[src/rtl/alu_seq_core.sv]
// Purpose : multi-cycle signed ALU (add/sub/mul/div/and/or/xor), WIDTH-bit operands, 2*WIDTH-bit result.
// Latency : done pulses in the cycle after edge k+N (k = edge that samples start); N=1, or WIDTH for mul/div.
// Backpr. : start/done handshake; start is ignored while busy, and is accepted in IDLE or in the DONE cycle.
//
// Ports:
//   clk, reset        single rising-edge clock, synchronous active-high reset
//   start, op         request strobe and opcode (000 add .. 110 xor, 111 reserved)
//   in_a, in_b        signed operands (dividend / divisor for div)
//   result            signed 2*WIDTH-bit result, held until the next done
//   remainder         signed remainder for div, 0 for all other ops
//   busy, done        operation in flight / one-cycle completion pulse
//   err_div0          div with in_b==0; cleared by the next accepted start
//   flags[3:0]        {N,Z,C,V}, only present when ALU_FLAGS_EN is defined
//
// Optional feature macro: ALU_FLAGS_EN (adds the flags port and its logic).

module alu_seq_core #(
  parameter int WIDTH = 8
) (
  input  logic                 clk,
  input  logic                 reset,
  input  logic                 start,
  input  logic [2:0]           op,
  input  logic [WIDTH-1:0]     in_a,
  input  logic [WIDTH-1:0]     in_b,
  output logic [2*WIDTH-1:0]   result,
  output logic [WIDTH-1:0]     remainder,
  output logic                 busy,
  output logic                 done,
  output logic                 err_div0
`ifdef ALU_FLAGS_EN
  ,
  output logic [3:0]           flags
`endif
);

  localparam int W  = WIDTH;
  localparam int W2 = 2 * WIDTH;
  localparam int CW = $clog2(WIDTH);

  localparam logic [2:0] OP_ADD = 3'b000;
  localparam logic [2:0] OP_SUB = 3'b001;
  localparam logic [2:0] OP_MUL = 3'b010;
  localparam logic [2:0] OP_DIV = 3'b011;
  localparam logic [2:0] OP_AND = 3'b100;
  localparam logic [2:0] OP_OR  = 3'b101;
  localparam logic [2:0] OP_XOR = 3'b110;

  typedef enum logic [1:0] {
    S_IDLE = 2'd0,
    S_EXEC = 2'd1,
    S_DONE = 2'd2
  } state_t;

  // Architectural state
  state_t          state_q;
  logic [2:0]      op_q;
  logic [W-1:0]    a_q;
  logic [W-1:0]    b_q;
  logic            neg_q;     // operand signs differ: sign of product / quotient
  logic [W-1:0]    m_q;       // multiplicand (mul) or divisor (div) magnitude
  logic [W2-1:0]   acc_q;     // mul: {partial product, multiplier}; div: {partial remainder, quotient}
  logic [CW-1:0]   cnt_q;     // EXEC edges still to go after the current one
  logic [W2-1:0]   result_q;
  logic [W-1:0]    rem_q;
  logic            busy_q;
  logic            done_q;
  logic            err_q;

  // Combinational helpers
  logic [W-1:0]    a_mag;
  logic [W-1:0]    b_mag;
  logic [W:0]      mul_sum;
  logic [W2-1:0]   mul_acc;
  logic [W:0]      div_rs;
  logic            div_fit;
  logic [W:0]      div_diff;
  logic [W2-1:0]   div_acc;
  logic [W2-1:0]   step_acc;
  logic [W2-1:0]   a_ext;
  logic [W2-1:0]   b_ext;
  logic [W2-1:0]   quo_ext;
  logic [W-1:0]    rmag;
  logic [W2-1:0]   res_d;
  logic [W-1:0]    rem_d;
  logic            err_d;
  logic            iter_op;   // op at the input needs WIDTH iterations
  logic            unused_bits;

`ifdef ALU_FLAGS_EN
  logic [3:0]      flags_q;
  logic [3:0]      flags_d;
  logic [W:0]      add_u;
`endif

  always_comb begin
    // Magnitudes of the incoming operands; -2^(W-1) maps to 2^(W-1) as unsigned.
    a_mag   = in_a[W-1] ? -in_a : in_a;
    b_mag   = in_b[W-1] ? -in_b : in_b;
    iter_op = (op == OP_MUL) || ((op == OP_DIV) && (in_b != '0));

    // Shift-add multiply step: add multiplicand into the upper half when the
    // current multiplier LSB is set, then shift the whole accumulator right.
    mul_sum = {1'b0, acc_q[W2-1:W]} + {1'b0, m_q & {W{acc_q[0]}}};
    mul_acc = {mul_sum, acc_q[W-1:1]};

    // Restoring divide step: shift the next dividend bit into the partial
    // remainder, subtract the divisor if it fits, record the quotient bit.
    // The remainder stays below the divisor (<= 2^(W-1)), so W bits hold it.
    div_rs   = {acc_q[W2-1:W], acc_q[W-1]};
    div_fit  = div_rs >= {1'b0, m_q};
    div_diff = div_rs - {1'b0, m_q};
    div_acc  = {(div_fit ? div_diff[W-1:0] : div_rs[W-1:0]), acc_q[W-2:0], div_fit};

    step_acc = (op_q == OP_MUL) ? mul_acc : div_acc;

    a_ext   = {{W{a_q[W-1]}}, a_q};
    b_ext   = {{W{b_q[W-1]}}, b_q};
    quo_ext = {{W{1'b0}}, div_acc[W-1:0]};
    rmag    = div_acc[W2-1:W];

    // Final values, used on the last EXEC edge. For mul/div they come from the
    // last iteration's step output so no extra cycle is needed for sign fix-up.
    res_d = '0;
    rem_d = '0;
    err_d = 1'b0;
    case (op_q)
      OP_ADD: res_d = a_ext + b_ext;
      OP_SUB: res_d = a_ext - b_ext;
      OP_MUL: res_d = neg_q ? -mul_acc : mul_acc;
      OP_DIV: begin
        if (b_q == '0) begin
          rem_d = a_q;
          err_d = 1'b1;
        end else begin
          res_d = neg_q ? -quo_ext : quo_ext;
          rem_d = a_q[W-1] ? -rmag : rmag;   // remainder follows the dividend sign
        end
      end
      OP_AND: res_d = {{W{1'b0}}, a_q & b_q};
      OP_OR:  res_d = {{W{1'b0}}, a_q | b_q};
      OP_XOR: res_d = {{W{1'b0}}, a_q ^ b_q};
      default: begin
        res_d = '0;
      end
    endcase

`ifdef ALU_FLAGS_EN
    add_u      = {1'b0, a_q} + {1'b0, b_q};
    flags_d    = '0;
    flags_d[3] = res_d[W2-1];
    flags_d[2] = (res_d == '0);
    case (op_q)
      OP_ADD: begin
        flags_d[1] = add_u[W];
        // The exact (W+1)-bit sum overflows W bits when its top two bits differ.
        flags_d[0] = res_d[W] != res_d[W-1];
      end
      OP_SUB: begin
        flags_d[1] = a_q < b_q;
        flags_d[0] = res_d[W] != res_d[W-1];
      end
      OP_MUL: begin
        flags_d[0] = res_d != {{W{res_d[W-1]}}, res_d[W-1:0]};
      end
      default: begin
        flags_d[1:0] = 2'b00;
      end
    endcase
`endif
  end

`ifdef ALU_FLAGS_EN
  assign unused_bits = ^{div_diff[W], add_u[W-1:0]};
`else
  assign unused_bits = div_diff[W];
`endif

  // Control FSM with all outputs registered.
  always_ff @(posedge clk) begin
    if (reset) begin
      state_q  <= S_IDLE;
      op_q     <= '0;
      a_q      <= '0;
      b_q      <= '0;
      neg_q    <= 1'b0;
      m_q      <= '0;
      acc_q    <= '0;
      cnt_q    <= '0;
      result_q <= '0;
      rem_q    <= '0;
      busy_q   <= 1'b0;
      done_q   <= 1'b0;
      err_q    <= 1'b0;
`ifdef ALU_FLAGS_EN
      flags_q  <= '0;
`endif
    end else begin
      case (state_q)
        S_IDLE, S_DONE: begin
          done_q <= 1'b0;
          if (start) begin
            op_q    <= op;
            a_q     <= in_a;
            b_q     <= in_b;
            neg_q   <= in_a[W-1] ^ in_b[W-1];
            m_q     <= (op == OP_MUL) ? a_mag : b_mag;
            acc_q   <= {{W{1'b0}}, ((op == OP_MUL) ? b_mag : a_mag)};
            cnt_q   <= iter_op ? CW'(W - 1) : '0;
            err_q   <= 1'b0;
            busy_q  <= 1'b1;
            state_q <= S_EXEC;
          end else begin
            busy_q  <= 1'b0;
            state_q <= S_IDLE;
          end
        end
        S_EXEC: begin
          acc_q <= step_acc;
          if (cnt_q == '0) begin
            result_q <= res_d;
            rem_q    <= rem_d;
            err_q    <= err_d;
`ifdef ALU_FLAGS_EN
            flags_q  <= flags_d;
`endif
            busy_q   <= 1'b0;
            done_q   <= 1'b1;
            state_q  <= S_DONE;
          end else begin
            cnt_q <= cnt_q - CW'(1);
          end
        end
        default: begin
          busy_q  <= 1'b0;
          done_q  <= 1'b0;
          state_q <= S_IDLE;
        end
      endcase
    end
  end

  assign result    = result_q;
  assign remainder = rem_q;
  assign busy      = busy_q;
  assign done      = done_q;
  assign err_div0  = err_q;
`ifdef ALU_FLAGS_EN
  assign flags     = flags_q;
`endif

endmodule

[config.mk]
export PLATFORM = sky130hd
export DESIGN_NAME = alu_seq_core
export DESIGN_NICKNAME = d
export VERILOG_FILES = /design/src/rtl/alu_seq_core.sv
export SDC_FILE = /design/constraint.sdc
export NUM_CORES = 1
export LEC_CHECK = 0
export CAP_MARGIN = 20
export CORE_UTILIZATION = 55
export CTS_CLUSTER_DIAMETER = 100
export DETAILED_ROUTE_END_ITERATION = 7
export PLACE_DENSITY_LB_ADDON = 0.08
export SYNTH_ARGS = -nofsm -noshare
export SYNTH_HDL_FRONTEND = slang
export SYNTH_SLANG_ARGS = --single-unit
[constraint.sdc]
create_clock -name clk -period 4.44 [get_ports clk]
set_clock_uncertainty 0.1 [all_clocks]
set_input_delay 0.888 -clock clk [delete_from_list [all_inputs] [get_ports clk]]
set_output_delay 0.888 -clock clk [all_outputs]
set_load 0.03 [all_outputs]
==> results.yml, run 1 <==
synth:
  total_nets_after_synthesis: 882
  synth_async_sr_flop_share_pct: 0
  netlist_instances: 808
  post_synth_num_cell_types: 67
  number_of_enable_type_register_cells_in_the_synthesized_netlist: 0
  yosys_register_bits: 75
  synth_area_mm2: 0.006065
  synth_seq_area_share_pct: 24.76
  synth-warning-count: 0
  postSynthAreaPerCell_um2: 7.506
  ys_dominant_reg_cell: "dfxtp_1"
drt:
  drt-initial-drc-count: 431
  drt-pass1-iter-count: 5
  drt_drc_violations_left: 0
  routed_wirelength_mm: 17.88
  drt-wirelength-per-cell_um: 18.40
  detailroute.via_count: 6002
  antenna_left: 0
  via_per_inst: 6.175
pwr:
  power.leakage_nw: 2.638
  power_density_mw_per_mm2: 338.6
  vdd.ir_drop.worst_uv: 262.3
layout:
  nets: 905
  leading_cell_types_in_the_layout_fill_and_taps_excluded: "nand2_1 (119), nor2_1 (79), dfxtp_1 (75)"
  layout-drive-gt1-share_pct: 5.981
  layout.cells.most_common: "nand2_1"
  insertedDiodeCount: 0
  area_growth_syn_to_layout_pct: 12.23
floorplan:
  rows: 37
  dieArea_mm2: 0.01145
  initial_utilization_pct: 57.71
  fp.dieW_um: 107.0
  core_area_mm2: 0.01051
  top_level_ports: 49
  die_height_um: 107.0
setup_path:
  cp_max_fo: 21
  cp-start-kind: "register"
  required_ns: 4.61
  worst_ep_arrival_time_ns: 3.54
  crit_path_end_kind: "register"
  class_of_the_most_critical_setup_path: "register to register"
clock_tree:
  post_cts.resized_instances: 0
  cts_buffers: 9
  tritoncts_num_sinks: 75
  clk_pin_slew_worst_paths_ns: 0.08
  tritoncts: "built"
  cts-hold-fix-buffers: 0
  post_cts_repair_timing_setup_buffer_count: 0
  clk_latency_ns: 0.38
  ctsHtreeMaxLevel: 3
  cts.root.buffer_cell: "clkbuf_8"
  clock_tree.buffer_depth: 2
sta:
  post-route-period-util_pct: 76.05
  final-setup-viol-count: 0
  min_period_ns: 3.377
  worst-slew-pin-transition_ns: 1.095
  fmaxAchievable_mhz: 296.1
  grt_setup_unrepaired: "no"
  max-slew-margin-rel_pct: 27.02
  report.final.slew_viol_count: 0
  finalSetupTns_ns: 0
  hold_slack_ns: 0.3562
  hold_viol: 0
global_route:
  grt_first_pass_wirelength_mm: 28.88
  antenna_found_initial: 0
  first_global_vias: 5718
  grt_util_all_layers_pct: 32.57
  globalRouteOverflowTotal: 0
  grt_start_max_net_pins: 48
place:
  io_port_bufs: 48
  globalplace.congestion: 0.8940
  dp_hpwl_mm: 13.88
job:
  drv.max_cap_violation_count: 0
worst_hold_path:
  min_path_type: "register to register"
status:
  status: "finished clean"
## area by class of cell
| class | instances | area [um^2] |
|---|---|---|
| Multi-Input combinational cell | 632 | 4184 |
| Fill cell | 961 | 3702 |
| Sequential cell | 75 | 1501 |
| Timing Repair Buffer | 58 | 550.5 |
| Inverter | 55 | 206.4 |
| Tap cell | 136 | 170.2 |
| Clock buffer | 12 | 145.1 |
| Clock inverter | 4 | 48.80 |
## logic make-up after synthesis
logic type      after synthesis  share of synthesized area, %
flops                        75                         24.76
simple gates                269                         19.85
buf+inv                     101                         6.499
compound gates              236                         26.10
xor+xnor                     47                         6.788
fa+ha+maj                    52                         11.22
mux                          28                         4.786
## metal layers
layer | share of wire, % | track usage (%) | wire, um | up-vias
li1 | - | - | - | 2890
met1 | 44 | 41.92 | 7814 | 2795
met2 | 46 | 52.81 | 8149 | 274
met3 | 7.5 | 5.653 | 1336 | 43
met4 | 3.3 | 15.17 | 582 | 0
met5 | 0 | 0 | 0 | -
## cells in the mapped netlist (4+ instances only)
library cell	instances	share of area [%]
nand2_1	119	7.4
nand2b_1	12	1.2
o31ai_1	8	0.99
nor2_1	79	4.9
o21a_1	5	0.62
a21o_1	10	1.2
nand3_1	7	0.58
xor2_1	15	2.2
dfxtp_1	75	25
buf_1	5	0.31
a32oi_1	5	0.72
a22oi_1	15	1.9
and3_1	6	0.62
inv_1	53	3.3
mux2i_1	23	3.8
fa_1	4	1.3
or4_1	4	0.50
o21ai_0	42	3.5
mux2_2	4	0.74
ha_1	48	9.9
nor2b_1	8	0.83
a221oi_1	6	0.87
a21oi_1	60	5.0
nor4_1	5	0.52
clkbuf_1	34	2.1
o22ai_1	8	0.83
a311oi_1	6	0.87
o211ai_1	15	1.9
a211oi_1	17	2.1
a31oi_1	4	0.41
xnor2_1	32	4.6
nor3_1	9	0.74
buf_2	6	0.50
o21ai_1	5	0.41
## where the power goes
group / leakage [nW] / switching (mW) / internal [mW] / total [mW]
clock network: 0.101 / 0.266 / 0.275 / 0.541
registers: 0.612 / 0.0679 / 0.717 / 0.785
logic: 1.92 / 0.596 / 0.383 / 0.979
## through the flow
step	power (mW)	instance area [um^2]	setup slack, ns	std cells	utilization, %
3_5_place_dp	1.758	6613	1.131	956	62.92
2_1_floorplan	1.499	6065	1.311	808	-
4_1_cts	2.292	6807	1.112	972	64.77
5_1_grt	2.435	6807	0.8431	972	64.77
6_report	2.305	6807	1.063	972	64.77
3_3_place_gp	1.737	6613	1.272	956	62.92
## sequential cells by signal, summed over array words and instances, names as in the netlist
register,cells
a_q,8
acc_q,16
b_q,8
cnt_q,3
done,1
err_div0,1
m_q,8
neg_q,1
op_q,3
remainder,8
result,16
state_q,2
## path summary, 6_finish.rpt
kind	start	end	slack [ns]	depth (start not counted)
worst max register to register	acc_q[10]$_SDFFE_PP0P_	remainder[1]$_SDFFE_PP0P_	1.06	12
worst max-delay path	acc_q[10]$_SDFFE_PP0P_	remainder[1]$_SDFFE_PP0P_	1.06	12
worst min register to register	m_q[3]$_SDFFE_PP0P_	m_q[3]$_SDFFE_PP0P_	0.36	2
worst min-delay path	m_q[3]$_SDFFE_PP0P_	m_q[3]$_SDFFE_PP0P_	0.36	2
## worst max-delay path: stages, from the launching register on
cell and delay, ns:
dfxtp_1 0.44, ha_1 0.35, a21o_1 0.22, a21oi_2 0.15, nand3_1 0.12, a41oi_2 0.27
buf_4 0.34, mux2i_1 0.36, ha_1 0.30, nand2_1 0.06, o21ai_0 0.13, a21oi_1 0.31
o21ai_0 0.11
Power figures use the tool's default switching activity.
==> run 2, diff against run 1 <==
--- a/config.mk
+++ b/config.mk
@@ -6,7 +6,7 @@
 export NUM_CORES = 1
 export LEC_CHECK = 0
 export CAP_MARGIN = 20
-export CORE_UTILIZATION = 55
+export CORE_UTILIZATION = 54
 export CTS_CLUSTER_DIAMETER = 100
 export DETAILED_ROUTE_END_ITERATION = 7
 export PLACE_DENSITY_LB_ADDON = 0.08
==> constraint.sdc (replaced) <==
create_clock -name clk -period 3 [get_ports clk]
set_clock_uncertainty 0.1 [all_clocks]
set_input_delay 0.6 -clock clk [delete_from_list [all_inputs] [get_ports clk]]
set_output_delay 0.6 -clock clk [all_outputs]
set_load 0.03 [all_outputs]
==> results.yml, run 2 (synthesized netlist as in run 1, its figures left out) <==
status:
  status: "finished clean"
layout:
  final_cell_area_mm2: 0.007363
  area_growth_syn_to_layout_pct: 21.42
  leading_cell_types_in_the_layout_fill_and_taps_excluded: "nand2_1 (118), nor2_1 (79), dfxtp_1 (66)"
  nets: 959
  multi_input_comb_area_mm2: 0.004313
  register_area_mm2: 0.001515
  num-fill-cells: 968
  layout-drive-gt1-share_pct: 15.06
  insertedDiodeCount: 0
  layout.cells.most_common: "nand2_1"
  final_core_utilization_pct: 67.63
drt:
  via_per_inst: 6.105
  drt-wirelength-per-cell_um: 18.96
  detailroute.via_count: 6288
  drt-initial-drc-count: 471
  antenna_left: 0
  drt-pass1-iter-count: 5
  routed_wirelength_mm: 19.53
  drt_drc_violations_left: 0
clock_tree:
  cts_buffers: 9
  clk_latency_ns: 0.37
  tritoncts: "built"
  ctsHtreeMaxLevel: 3
  cts.root.buffer_cell: "clkbuf_8"
  clk_pin_slew_worst_paths_ns: 0.08
  tritoncts_num_sinks: 75
  clock_tree.buffer_depth: 2
floorplan:
  core_area_mm2: 0.01089
  initial_utilization_pct: 55.70
  rows: 38
  top_level_ports: 49
  die_height_um: 108.0
  fp.dieW_um: 108.0
  dieArea_mm2: 0.01166
global_route:
  grt_use_met2_pct: 56.46
  global_routing_met3_resource_utilization_pct: 4.882
  antenna_found_initial: 0
  grt-busiest-layer: "met2"
  grt_first_pass_wirelength_mm: 30.63
  globalRouteOverflowTotal: 0
  groute.layer.met1.usage_pct: 44.08
  grt_start_max_net_pins: 39
  grt_util_all_layers_pct: 34.54
  first_global_vias: 5972
job:
  drv.max_cap_violation_count: 0
sta:
  hold_slack_ns: 0.3555
  min_period_ns: 2.929
  worst-slew-pin-transition_ns: 1.044
  hold_viol: 0
  finalSetupTns_ns: 0
  report.final.slew_viol_count: 0
  fmaxAchievable_mhz: 341.4
  max-slew-margin-rel_pct: 30.42
  post-route-period-util_pct: 97.63
  final-setup-viol-count: 0
pwr:
  finalPower_mw: 3.624
  vdd.ir_drop.worst_uv: 326.7
  power_density_mw_per_mm2: 492.2
  power.leakage_nw: 2.915
place:
  postPlaceCellArea_mm2: 0.006958
  dp_hpwl_mm: 15.27
  io_port_bufs: 48
  globalplace.congestion: 0.9152
setup_path:
  critical_path.cell_chain: "inv_2 > ha_4 > a21o_1 > a21oi_2 > nand3_1 > a41oi_2 > nand2_1 > nor2_1 > ha_1 > nand2_1 > o21ai_1 > a222oi_1 > o21ai_1 > or3b_4"
  class_of_the_most_critical_setup_path: "register to register"
  cpMaxStageDelayCell: "or3b_4"
  worst_ep_arrival_time_ns: 3.09
  cp_max_fo: 4
  required_ns: 3.16
  cp-start-kind: "register"
  timing.critical_path.slowest_cell_delay_ns: 0.37
  crit_path_end_kind: "register"
worst_hold_path:
  min_path_type: "register to register"
[run 2: report_power, final]
part	internal (mW)	switching [mW]	total, mW	leakage [nW]
clock	0.389	0.403	0.792	0.0901
sequential	1.06	0.0702	1.13	0.616
combinational	0.723	0.976	1.70	2.21
[run 2: metrics by stage]
stage	worst slack, ns	cells
after global routing	-0.007075	1030
after global placement	0.08874	1002
after detailed placement	0.03950	1002
after floorplan	0.04738	808
after CTS	0.003758	1018
final	0.07101	1030
[run 2: worst paths after layout]
path,from,to,slack [ns],depth (start not counted)
setup / recovery,m_q[3]$_SDFFE_PP0P_,result[7]$_SDFFE_PP0P_,0.07,14
hold / removal,m_q[2]$_SDFFE_PP0P_,m_q[2]$_SDFFE_PP0P_,0.36,2
setup reg to reg,m_q[3]$_SDFFE_PP0P_,result[7]$_SDFFE_PP0P_,0.07,14
hold reg to reg,m_q[2]$_SDFFE_PP0P_,m_q[2]$_SDFFE_PP0P_,0.36,2
[run 2: what timing repair did]
action,in CTS,in global routing
resized for setup,0,37
setup endpoints to repair,0,13
hold buffers,0,0
buffers inserted,0,12
[run 2: area by class of cell]
class,instances,area share (%)
tap,140,2.379
timing repair buffer,112,13.03
multi-input combinational,632,58.57
clock inverter,5,0.8496
clock buffer,11,1.784
sequential,75,20.58
inverter,55,2.804
[run 2: metal layers]
layer | share of wire [%] | vias to the layer above
li1 | - | 2991
met1 | 42 | 2971
met2 | 46 | 274
met3 | 8.0 | 52
met4 | 4.0 | 0
met5 | 0 | -
[run 2: critical path: cells and delay by family, from the launching register on]
kind	cells	cell delay [ns]
buf+inv	1	0.05
compound gates	6	1.09
fa+ha+maj	2	0.46
simple gates	5	0.79
flops	1	0.34
